<file path="config.mk">
export PLATFORM = sky130hd
export DESIGN_NAME = ex_stage_pipe_flat
export DESIGN_NICKNAME = d
export VERILOG_FILES = /design/src/rtl/ex_stage_pipe_if.sv /design/src/rtl/ex_stage_pipe.sv /design/src/flat_wrapper.sv
export SDC_FILE = /design/constraint.sdc
export NUM_CORES = 1
export LEC_CHECK = 0
export ABC_AREA = 1
export ABC_CLOCK_PERIOD_IN_PS = 6600
export CAP_MARGIN = 15
export CORE_MARGIN = 5
export CORE_UTILIZATION = 56
export CTS_CLUSTER_SIZE = 30
export DETAILED_ROUTE_END_ITERATION = 8
export GPL_ROUTABILITY_DRIVEN = 1
export PLACE_DENSITY = 0.89
export SLEW_MARGIN = 20
export SYNTH_ARGS = -nofsm -noshare
export SYNTH_HDL_FRONTEND = slang
export SYNTH_SLANG_ARGS = --single-unit
</file>
<file path="constraint.sdc">
create_clock -name clk -period 6.6 [get_ports clk]
set_clock_uncertainty 0.1 [all_clocks]
set_input_delay 1.98 -clock clk [delete_from_list [all_inputs] [get_ports clk]]
set_output_delay 1.98 -clock clk [all_outputs]
set_load 0.05 [all_outputs]
</file>
<file path="src/rtl/ex_stage_pipe_if.sv">
// Execute-stage bus: ID/EX instruction fields, MEM/WB forwarding source,
// and the EX/MEM result register seen by the MEM stage.
interface ex_stage_pipe_if #(
  parameter int W  = 16,
  parameter int RA = 4
);
  // upstream (ID/EX) handshake and instruction fields
  logic          in_valid;
  logic          in_ready;
  logic [3:0]    op;
  logic [1:0]    alu_src;
  logic [RA-1:0] rs_addr;
  logic [RA-1:0] rt_addr;
  logic [RA-1:0] rd_addr;
  logic [W-1:0]  rs_data;
  logic [W-1:0]  rt_data;
  logic [W-1:0]  imm;
  logic [W-1:0]  offset;
  logic [W-1:0]  pc_inc;
  logic          wb_en_in;
  logic [1:0]    mem_ctl_in;
  // MEM/WB writeback, used as a forwarding source
  logic          mw_wr_en;
  logic [RA-1:0] mw_rd;
  logic [W-1:0]  mw_data;
  // branch mispredict squash
  logic          flush;
  // downstream (EX/MEM) handshake and payload
  logic          out_valid;
  logic          out_ready;
  logic [W-1:0]  result;
  logic [W-1:0]  store_data;
  logic [RA-1:0] rd_out;
  logic          wb_en_out;
  logic [1:0]    mem_ctl_out;
  logic [W-1:0]  pc_branch;
  logic [2:0]    flags;
  logic          busy;

  // the execute stage itself
  modport slave (
    input  in_valid, op, alu_src, rs_addr, rt_addr, rd_addr, rs_data, rt_data,
           imm, offset, pc_inc, wb_en_in, mem_ctl_in, mw_wr_en, mw_rd, mw_data,
           flush, out_ready,
    output in_ready, out_valid, result, store_data, rd_out, wb_en_out,
           mem_ctl_out, pc_branch, flags, busy
  );

  // the surrounding pipeline (or a bench) driving the stage
  modport master (
    output in_valid, op, alu_src, rs_addr, rt_addr, rd_addr, rs_data, rt_data,
           imm, offset, pc_inc, wb_en_in, mem_ctl_in, mw_wr_en, mw_rd, mw_data,
           flush, out_ready,
    input  in_ready, out_valid, result, store_data, rd_out, wb_en_out,
           mem_ctl_out, pc_branch, flags, busy
  );
endinterface

</file>
<file path="src/rtl/ex_stage_pipe.sv">
// Execute stage: operand forwarding, ALU, architectural flag register,
// W-cycle shift-add multiplier and the EX/MEM register with valid/ready flow.
module ex_stage_pipe #(
  parameter int W   = 16,
  parameter int RA  = 4,
  parameter int SHW = 4
) (
  input  logic           clk,
  input  logic           rst,
  ex_stage_pipe_if.slave bus
);

  localparam logic [3:0] OP_ADD  = 4'h0;
  localparam logic [3:0] OP_SUB  = 4'h1;
  localparam logic [3:0] OP_NAND = 4'h2;
  localparam logic [3:0] OP_XOR  = 4'h3;
  localparam logic [3:0] OP_MUL  = 4'h4;
  localparam logic [3:0] OP_SRA  = 4'h5;
  localparam logic [3:0] OP_SRL  = 4'h6;
  localparam logic [3:0] OP_SLL  = 4'h7;
  localparam logic [3:0] OP_LHB  = 4'hA;
  localparam logic [3:0] OP_LLB  = 4'hB;
  localparam int         CW      = $clog2(W);

  typedef enum logic [0:0] {ST_IDLE, ST_MUL} state_t;

  // EX/MEM register
  logic          out_valid_q, out_valid_d;
  logic [W-1:0]  result_q,    result_d;
  logic [W-1:0]  store_q,     store_d;
  logic [RA-1:0] rd_q,        rd_d;
  logic          wb_en_q,     wb_en_d;
  logic [1:0]    mem_ctl_q,   mem_ctl_d;
  logic [W-1:0]  pc_br_q,     pc_br_d;
  logic [2:0]    flags_q,     flags_d;

  // multiplier state and the instruction fields it carries to completion
  state_t        state_q;
  logic          busy_q;
  logic [CW-1:0] cnt_q;
  logic [2*W-1:0] prod_q;
  logic [W-1:0]  mcand_q;
  logic [W-1:0]  m_store_q;
  logic [RA-1:0] m_rd_q;
  logic          m_wb_q;
  logic [1:0]    m_mem_ctl_q;
  logic [W-1:0]  m_pc_br_q;

  // operand paths: index 0 is rs (a), index 1 is rt (b-path, store data)
  logic [RA-1:0] src_addr [2];
  logic [W-1:0]  src_rf   [2];
  logic [W-1:0]  src_fwd  [2];

  logic [W-1:0]  a_op;
  logic [W-1:0]  rt_op;
  logic [W-1:0]  b_op;
  logic [SHW-1:0] shamt;
  logic [W-1:0]  alu_res;
  logic          alu_ov;
  logic          alu_flag_we;
  logic [W-1:0]  pc_br_calc;

  logic          in_ready;
  logic          accept;
  logic          stall;
  logic          mul_last;
  logic          mul_done;
  logic [W:0]    mul_sum;
  logic [2*W-1:0] prod_step;

  assign src_addr[0] = bus.rs_addr;
  assign src_addr[1] = bus.rt_addr;
  assign src_rf[0]   = bus.rs_data;
  assign src_rf[1]   = bus.rt_data;

  // r0 reads as zero; the younger EX/MEM result beats MEM/WB, which beats the file
  generate
    for (genvar gi = 0; gi < 2; gi++) begin : g_fwd
      assign src_fwd[gi] =
        (src_addr[gi] == '0) ? '0 :
        (out_valid_q && wb_en_q && (rd_q == src_addr[gi])) ? result_q :
        (bus.mw_wr_en && (bus.mw_rd == src_addr[gi])) ? bus.mw_data :
        src_rf[gi];
    end
  endgenerate

  assign a_op  = src_fwd[0];
  assign rt_op = src_fwd[1];
  assign shamt = bus.imm[SHW-1:0];
  assign pc_br_calc = bus.pc_inc + bus.offset;

  // b operand select
  always_comb begin
    b_op = rt_op;
    case (bus.alu_src)
      2'd0:    b_op = rt_op;
      2'd1:    b_op = bus.imm;
      2'd2:    b_op = bus.offset;
      default: b_op = {{(W-1){1'b0}}, 1'b1};
    endcase
  end

  // single-cycle ALU; only arithmetic/logic ops update the flag register
  always_comb begin
    alu_res     = '0;
    alu_ov      = 1'b0;
    alu_flag_we = 1'b0;
    case (bus.op)
      OP_ADD: begin
        alu_res     = a_op + b_op;
        alu_ov      = (a_op[W-1] == b_op[W-1]) && (alu_res[W-1] != a_op[W-1]);
        alu_flag_we = 1'b1;
      end
      OP_SUB: begin
        alu_res     = a_op - b_op;
        alu_ov      = (a_op[W-1] != b_op[W-1]) && (alu_res[W-1] != a_op[W-1]);
        alu_flag_we = 1'b1;
      end
      OP_NAND: begin
        alu_res     = ~(a_op & b_op);
        alu_flag_we = 1'b1;
      end
      OP_XOR: begin
        alu_res     = a_op ^ b_op;
        alu_flag_we = 1'b1;
      end
      OP_SRA:  alu_res = $signed(a_op) >>> shamt;
      OP_SRL:  alu_res = a_op >> shamt;
      OP_SLL:  alu_res = a_op << shamt;
      OP_LHB:  alu_res = {b_op[W/2-1:0], a_op[W/2-1:0]};
      OP_LLB:  alu_res = {a_op[W-1:W/2], b_op[W/2-1:0]};
      default: alu_res = '0;
    endcase
  end

  assign in_ready = rst & ~busy_q & ~bus.flush & (~out_valid_q | bus.out_ready);
  assign accept   = bus.in_valid & in_ready;
  assign stall    = out_valid_q & ~bus.out_ready;
  assign mul_last = (state_q == ST_MUL) && (cnt_q == CW'(W - 1));
  assign mul_done = mul_last & ~stall & ~bus.flush;

  // one shift-add step: add multiplicand into the high half when the low bit is set
  assign mul_sum   = {1'b0, prod_q[2*W-1:W]} + (prod_q[0] ? {1'b0, mcand_q} : {(W+1){1'b0}});
  assign prod_step = {mul_sum, prod_q[W-1:1]};

  // EX/MEM next state: flush > multiplier completion > new accept > handoff > hold
  always_comb begin
    out_valid_d = out_valid_q;
    result_d    = result_q;
    store_d     = store_q;
    rd_d        = rd_q;
    wb_en_d     = wb_en_q;
    mem_ctl_d   = mem_ctl_q;
    pc_br_d     = pc_br_q;
    flags_d     = flags_q;
    if (bus.flush) begin
      out_valid_d = 1'b0;
    end else if (mul_done) begin
      out_valid_d = 1'b1;
      result_d    = prod_step[W-1:0];
      store_d     = m_store_q;
      rd_d        = m_rd_q;
      wb_en_d     = m_wb_q;
      mem_ctl_d   = m_mem_ctl_q;
      pc_br_d     = m_pc_br_q;
      flags_d     = {~|prod_step[W-1:0], prod_step[W-1], |prod_step[2*W-1:W]};
    end else if (accept && (bus.op != OP_MUL)) begin
      out_valid_d = 1'b1;
      result_d    = alu_res;
      store_d     = rt_op;
      rd_d        = bus.rd_addr;
      wb_en_d     = bus.wb_en_in;
      mem_ctl_d   = bus.mem_ctl_in;
      pc_br_d     = pc_br_calc;
      if (alu_flag_we) begin
        flags_d = {~|alu_res, alu_res[W-1], alu_ov};
      end
    end else if (out_valid_q && bus.out_ready) begin
      out_valid_d = 1'b0;
    end
  end

  // EX/MEM register update
  always_ff @(posedge clk) begin
    if (!rst) begin
      out_valid_q <= 1'b0;
      result_q    <= '0;
      store_q     <= '0;
      rd_q        <= '0;
      wb_en_q     <= 1'b0;
      mem_ctl_q   <= '0;
      pc_br_q     <= '0;
      flags_q     <= '0;
    end else begin
      out_valid_q <= out_valid_d;
      result_q    <= result_d;
      store_q     <= store_d;
      rd_q        <= rd_d;
      wb_en_q     <= wb_en_d;
      mem_ctl_q   <= mem_ctl_d;
      pc_br_q     <= pc_br_d;
      flags_q     <= flags_d;
    end
  end

  // multiplier FSM: latch operands on accept, step once per cycle, hold the last step while stalled
  always_ff @(posedge clk) begin
    if (!rst) begin
      state_q     <= ST_IDLE;
      busy_q      <= 1'b0;
      cnt_q       <= '0;
      prod_q      <= '0;
      mcand_q     <= '0;
      m_store_q   <= '0;
      m_rd_q      <= '0;
      m_wb_q      <= 1'b0;
      m_mem_ctl_q <= '0;
      m_pc_br_q   <= '0;
    end else if (bus.flush) begin
      state_q <= ST_IDLE;
      busy_q  <= 1'b0;
    end else begin
      case (state_q)
        ST_IDLE: begin
          if (accept && (bus.op == OP_MUL)) begin
            state_q     <= ST_MUL;
            busy_q      <= 1'b1;
            cnt_q       <= '0;
            prod_q      <= {{W{1'b0}}, b_op};
            mcand_q     <= a_op;
            m_store_q   <= rt_op;
            m_rd_q      <= bus.rd_addr;
            m_wb_q      <= bus.wb_en_in;
            m_mem_ctl_q <= bus.mem_ctl_in;
            m_pc_br_q   <= pc_br_calc;
          end
        end
        ST_MUL: begin
          if (mul_last) begin
            if (!stall) begin
              state_q <= ST_IDLE;
              busy_q  <= 1'b0;
            end
          end else begin
            prod_q <= prod_step;
            cnt_q  <= cnt_q + CW'(1);
          end
        end
        default: begin
          state_q <= ST_IDLE;
          busy_q  <= 1'b0;
        end
      endcase
    end
  end

  assign bus.in_ready    = in_ready;
  assign bus.out_valid   = out_valid_q;
  assign bus.result      = result_q;
  assign bus.store_data  = store_q;
  assign bus.rd_out      = rd_q;
  assign bus.wb_en_out   = wb_en_q;
  assign bus.mem_ctl_out = mem_ctl_q;
  assign bus.pc_branch   = pc_br_q;
  assign bus.flags       = flags_q;
  assign bus.busy        = busy_q;

endmodule

</file>
<file path="src/flat_wrapper.sv">
// flat-port wrapper written by rule: the top's interface ports become plain ports
module ex_stage_pipe_flat 
#(
  parameter int W   = 16,
  parameter int RA  = 4,
  parameter int SHW = 4
)
  (clk, rst, bus_in_valid, bus_op, bus_alu_src, bus_rs_addr, bus_rt_addr, bus_rd_addr, bus_rs_data, bus_rt_data, bus_imm, bus_offset, bus_pc_inc, bus_wb_en_in, bus_mem_ctl_in, bus_mw_wr_en, bus_mw_rd, bus_mw_data, bus_flush, bus_out_ready, bus_in_ready, bus_out_valid, bus_result, bus_store_data, bus_rd_out, bus_wb_en_out, bus_mem_ctl_out, bus_pc_branch, bus_flags, bus_busy);
  ex_stage_pipe_if #(.W(W), .RA(RA)) bus_i ();
  input  logic clk;
  input  logic rst;
  input wire logic [$bits(bus_i.in_valid)-1:0] bus_in_valid;
  input wire logic [$bits(bus_i.op)-1:0] bus_op;
  input wire logic [$bits(bus_i.alu_src)-1:0] bus_alu_src;
  input wire logic [$bits(bus_i.rs_addr)-1:0] bus_rs_addr;
  input wire logic [$bits(bus_i.rt_addr)-1:0] bus_rt_addr;
  input wire logic [$bits(bus_i.rd_addr)-1:0] bus_rd_addr;
  input wire logic [$bits(bus_i.rs_data)-1:0] bus_rs_data;
  input wire logic [$bits(bus_i.rt_data)-1:0] bus_rt_data;
  input wire logic [$bits(bus_i.imm)-1:0] bus_imm;
  input wire logic [$bits(bus_i.offset)-1:0] bus_offset;
  input wire logic [$bits(bus_i.pc_inc)-1:0] bus_pc_inc;
  input wire logic [$bits(bus_i.wb_en_in)-1:0] bus_wb_en_in;
  input wire logic [$bits(bus_i.mem_ctl_in)-1:0] bus_mem_ctl_in;
  input wire logic [$bits(bus_i.mw_wr_en)-1:0] bus_mw_wr_en;
  input wire logic [$bits(bus_i.mw_rd)-1:0] bus_mw_rd;
  input wire logic [$bits(bus_i.mw_data)-1:0] bus_mw_data;
  input wire logic [$bits(bus_i.flush)-1:0] bus_flush;
  input wire logic [$bits(bus_i.out_ready)-1:0] bus_out_ready;
  output wire logic [$bits(bus_i.in_ready)-1:0] bus_in_ready;
  output wire logic [$bits(bus_i.out_valid)-1:0] bus_out_valid;
  output wire logic [$bits(bus_i.result)-1:0] bus_result;
  output wire logic [$bits(bus_i.store_data)-1:0] bus_store_data;
  output wire logic [$bits(bus_i.rd_out)-1:0] bus_rd_out;
  output wire logic [$bits(bus_i.wb_en_out)-1:0] bus_wb_en_out;
  output wire logic [$bits(bus_i.mem_ctl_out)-1:0] bus_mem_ctl_out;
  output wire logic [$bits(bus_i.pc_branch)-1:0] bus_pc_branch;
  output wire logic [$bits(bus_i.flags)-1:0] bus_flags;
  output wire logic [$bits(bus_i.busy)-1:0] bus_busy;
  assign bus_i.in_valid = bus_in_valid;
  assign bus_i.op = bus_op;
  assign bus_i.alu_src = bus_alu_src;
  assign bus_i.rs_addr = bus_rs_addr;
  assign bus_i.rt_addr = bus_rt_addr;
  assign bus_i.rd_addr = bus_rd_addr;
  assign bus_i.rs_data = bus_rs_data;
  assign bus_i.rt_data = bus_rt_data;
  assign bus_i.imm = bus_imm;
  assign bus_i.offset = bus_offset;
  assign bus_i.pc_inc = bus_pc_inc;
  assign bus_i.wb_en_in = bus_wb_en_in;
  assign bus_i.mem_ctl_in = bus_mem_ctl_in;
  assign bus_i.mw_wr_en = bus_mw_wr_en;
  assign bus_i.mw_rd = bus_mw_rd;
  assign bus_i.mw_data = bus_mw_data;
  assign bus_i.flush = bus_flush;
  assign bus_i.out_ready = bus_out_ready;
  assign bus_in_ready = bus_i.in_ready;
  assign bus_out_valid = bus_i.out_valid;
  assign bus_result = bus_i.result;
  assign bus_store_data = bus_i.store_data;
  assign bus_rd_out = bus_i.rd_out;
  assign bus_wb_en_out = bus_i.wb_en_out;
  assign bus_mem_ctl_out = bus_i.mem_ctl_out;
  assign bus_pc_branch = bus_i.pc_branch;
  assign bus_flags = bus_i.flags;
  assign bus_busy = bus_i.busy;
  ex_stage_pipe #(.W(W), .RA(RA), .SHW(SHW)) u_core (.clk(clk), .rst(rst), .bus(bus_i));
endmodule
</file>
==> metrics.md <==
| Metric | Value |
|---|---|
| Final Core Density | `69.9%` |
| Ys flop type | `dfxtp_1` |
| Hpwl dp | `42100 um` |
| Synth top cells by count | `nand2_1, nand3_1, inv_1` |
| Clk root buf | `clkbuf_16` |
| Minimum clock period | `6190 ps` |
| Post-CTS Setup Bufs | `0` |
| Internal power | `1770 uW` |
| Hold Crit Class | `reg2reg` |
| Grt met2 use | `63.0%` |
| First-pass GRT wire length | `83600 um` |
| Antenna viol nets, final | `0` |
| Number of global-route vias before repair | `14904` |
| Post-cts sizing count | `0` |
| Area of the core | `0.0225 mm^2` |
| Clk slew on worst S/H paths | `70 ps` |
| Fillers | `1900` |
| Initial antenna violation count | `5` |
| Vias per inst | `6.23` |
| Pwr/cell area | `181 mW/mm^2` |
| Layout area overhead | `23.4%` |
| Clock Sinks | `152` |
| Nets | `2439` |
| Count leader, synth | `nand2_1` |
| Dpl cell area | `0.0152 mm^2` |
| Seq cells post-synth | `152` |
| Number of buffers created by CTS | `17` |
| GR Layer Usage met3 | `11.3%` |
| GRT overflow | `0` |
| Sequential share of power | `33.5%` |
| Tightest Pin Transition | `1050 ps` |
| Global Route Usage Sum | `40.6%` |
| Syn. warnings | `0` |
| Endpoint class of the critical path | `flip-flop` |
| Total number of vias | `15849` |
| Gpl congestion | `1.08` |
| Switching power total | `1080 uW` |
| CTS Buffer Depth | `2` |
| Top Usage Layer GRT | `met2` |
| CP arrival | `6460 ps` |
| Synth area leaders | `dfxtp_1, nand2_1, nand3_1` |
| CTS tree | `built` |
| DRT Pass-1 Iters | `7` |
| Height of the die | `161 um` |
| Met1 GRT Util | `52.3%` |
| Final cell count without fillers | `2543` |
| Status | `finished clean` |
| Switching Fraction | `37.8%` |
| Static Leakage | `0.00725 uW` |
| Max-Slew Margin vs Limit | `30.1%` |
| Critical path class | `in2reg` |
| DRC viols | `0` |
| Worst EP required | `6870 ps` |
| Die Wd | `161 um` |
| Synth area leader | `dfxtp_1` |
| Design area | `0.0157 mm^2` |
| Syn_area_per_cell | `6.18 um^2` |
| Syn_nets | `2259` |
| Logic pwr share | `32.7%` |
| Yosys cell types | `54` |
| Final slew viol count | `0` |
| Final setup fails | `0` |
| Row count | `55` |
| VDD IR-drop max | `0.000299 V` |
| Ys async rst share | `0%` |
| Yosys top cell area share | `23.9%` |
| Largest net degree at the start of global routing | `69` |
| CP max FO | `13` |
| Max Fclk | `162 MHz` |
| Initial core utilization | `56.7%` |
| Placed Cells | `2510` |
| Clock network power share | `33.9%` |
| Die area | `0.0259 mm^2` |
| Ratio of cells with drive above 1 in the final layout | `8.86%` |
| Final worst-path cycle share | `93.8%` |
| Hold buffers post-CTS | `0` |
| DR iter-0 viols | `2255` |
| Final Hold Viols | `0` |
| Mapped Cells | `2064` |
| I/O pin cnt | `188` |
| RSZ-0062 raised after global routing | `false` |
| Post-Syn Area | `0.0128 mm^2` |
| Clk_lat worst skew | `440 ps` |
| TNS Setup | `0 ps` |
| Total of max-cap violations | `0` |
| Final wirelength | `54400 um` |
| Worst setup SP type | `primary input` |
| Number of synthesized flops with an enable pin | `0` |
| Fin Hold WS | `366 ps` |
| IO Port Bufs | `187` |
| Seq/Total Area, Yosys | `23.9%` |
| Htree depth | `4` |
| Average routed wire per standard cell | `21.4 um` |
==> power groups by stage <==
| stage | clock network [uW] | logic, uW | registers [uW] |
|---|---|---|---|
| detailed placement | 0 | 892 | 972 |
| finish | 964 | 929 | 952 |
| global placement | 0 | 888 | 972 |
| CTS | 959 | 898 | 951 |
| global route | 1000 | 992 | 953 |
| floorplan | 0 | 491 | 1020 |
==> cells by family after synthesis <==
| family | count (synthesis) | synth area share [%] |
|---|---|---|
| simple gates | 999 | 35.5 |
| compound gates | 473 | 21.0 |
| buf+inv | 339 | 10.4 |
| flops | 152 | 23.9 |
| fa+ha+maj | 68 | 6.91 |
| xor+xnor | 33 | 2.27 |
==> metrics by stage <==
step | power, uW | setup slack (ps)
after floorplan | 1510 | 1090
after global placement | 1860 | 0.203
after detailed placement | 1860 | -13.5
after CTS | 2810 | 440
after global routing | 2950 | 34.7
final | 2850 | 410
==> worst paths after layout <==
path	startpoint	end	cells past startpoint	slack, ps
min	u_core.mcand_q[7]$_SDFFE_PN0P_	u_core.mcand_q[7]$_SDFFE_PN0P_	2	370
min reg2reg	u_core.mcand_q[7]$_SDFFE_PN0P_	u_core.mcand_q[7]$_SDFFE_PN0P_	2	370
max	bus_rt_addr[1]	u_core.bus.flags[2]$_SDFFE_PN0P_	28	410
max reg2reg	u_core.bus.rd_out[1]$_SDFFE_PN0P_	u_core.bus.flags[2]$_SDFFE_PN0P_	26	2050
==> routing by layer <==
layer | share of wire, % | wire length (um)
met1 | 37 | 20400
met2 | 43 | 23600
met3 | 14 | 7430
met4 | 5.5 | 2980
met5 | 0.099 | 54
==> placed cells by master (no fill, tap or decap), types with 18 or more instances in the layout <==
cell             Yosys  routed
a21oi_1            186     186
a31oi_1             18      18
buf_4                2      75
clkdlybuf4s50_1      0     186
dfxtp_1            152     152
ha_1                64      64
inv_1              218     216
nand2_1            510     510
nand2_2             26      26
nand3_1            241     241
nand4_1             34      34
nor2_1             112     111
o211ai_1            19      19
o21ai_0            161     159
xor2_1              25      25
==> flip-flops by register name, indices dropped and copies added, names as in the netlist, 4 cells and up <==
name	count
u_core.cnt_q	4
u_core.mcand_q	16
u_core.prod_q	32
u_core.bus.pc_branch	16
u_core.bus.result	16
u_core.bus.store_data	16
u_core.bus.rd_out	4
u_core.m_store_q	16
u_core.m_rd_q	4
u_core.m_pc_br_q	16
==> worst max-delay path, stage by stage <==
cell and delay, ps:
clkdlybuf4s50_1 480, inv_1 90, nand2_1 60, nand2_1 40
nor2_1 190, nand3_2 150, inv_1 100, buf_4 180
nand2_1 80, nand3_1 120, nand2_1 100, o21ai_1 270
inv_1 80, ha_1 470, inv_1 200, nand2_1 90
nand2_1 60, a31oi_1 220, nand3_1 200, a21oi_1 230
nand2_1 70, nand2_1 70, nand2_1 160, nor3_2 290
nand2_1 120, nor3_2 170, nand2_1 80, a21oi_2 100
==> layout make-up <==
class	count	area, um^2	share of cell area [%]
Inverter	237	890	5.65
Tap cell	285	357	2.27
Clock buffer	18	439	2.79
Clock inverter	14	135	0.859
Antenna cell	1	2.50	0.0159
Sequential cell	152	3040	19.3
Timing Repair Buffer	263	2460	15.7
Multi-Input combinational cell	1573	8400	53.4
Note: power is estimated with default switching activity, not from simulation.
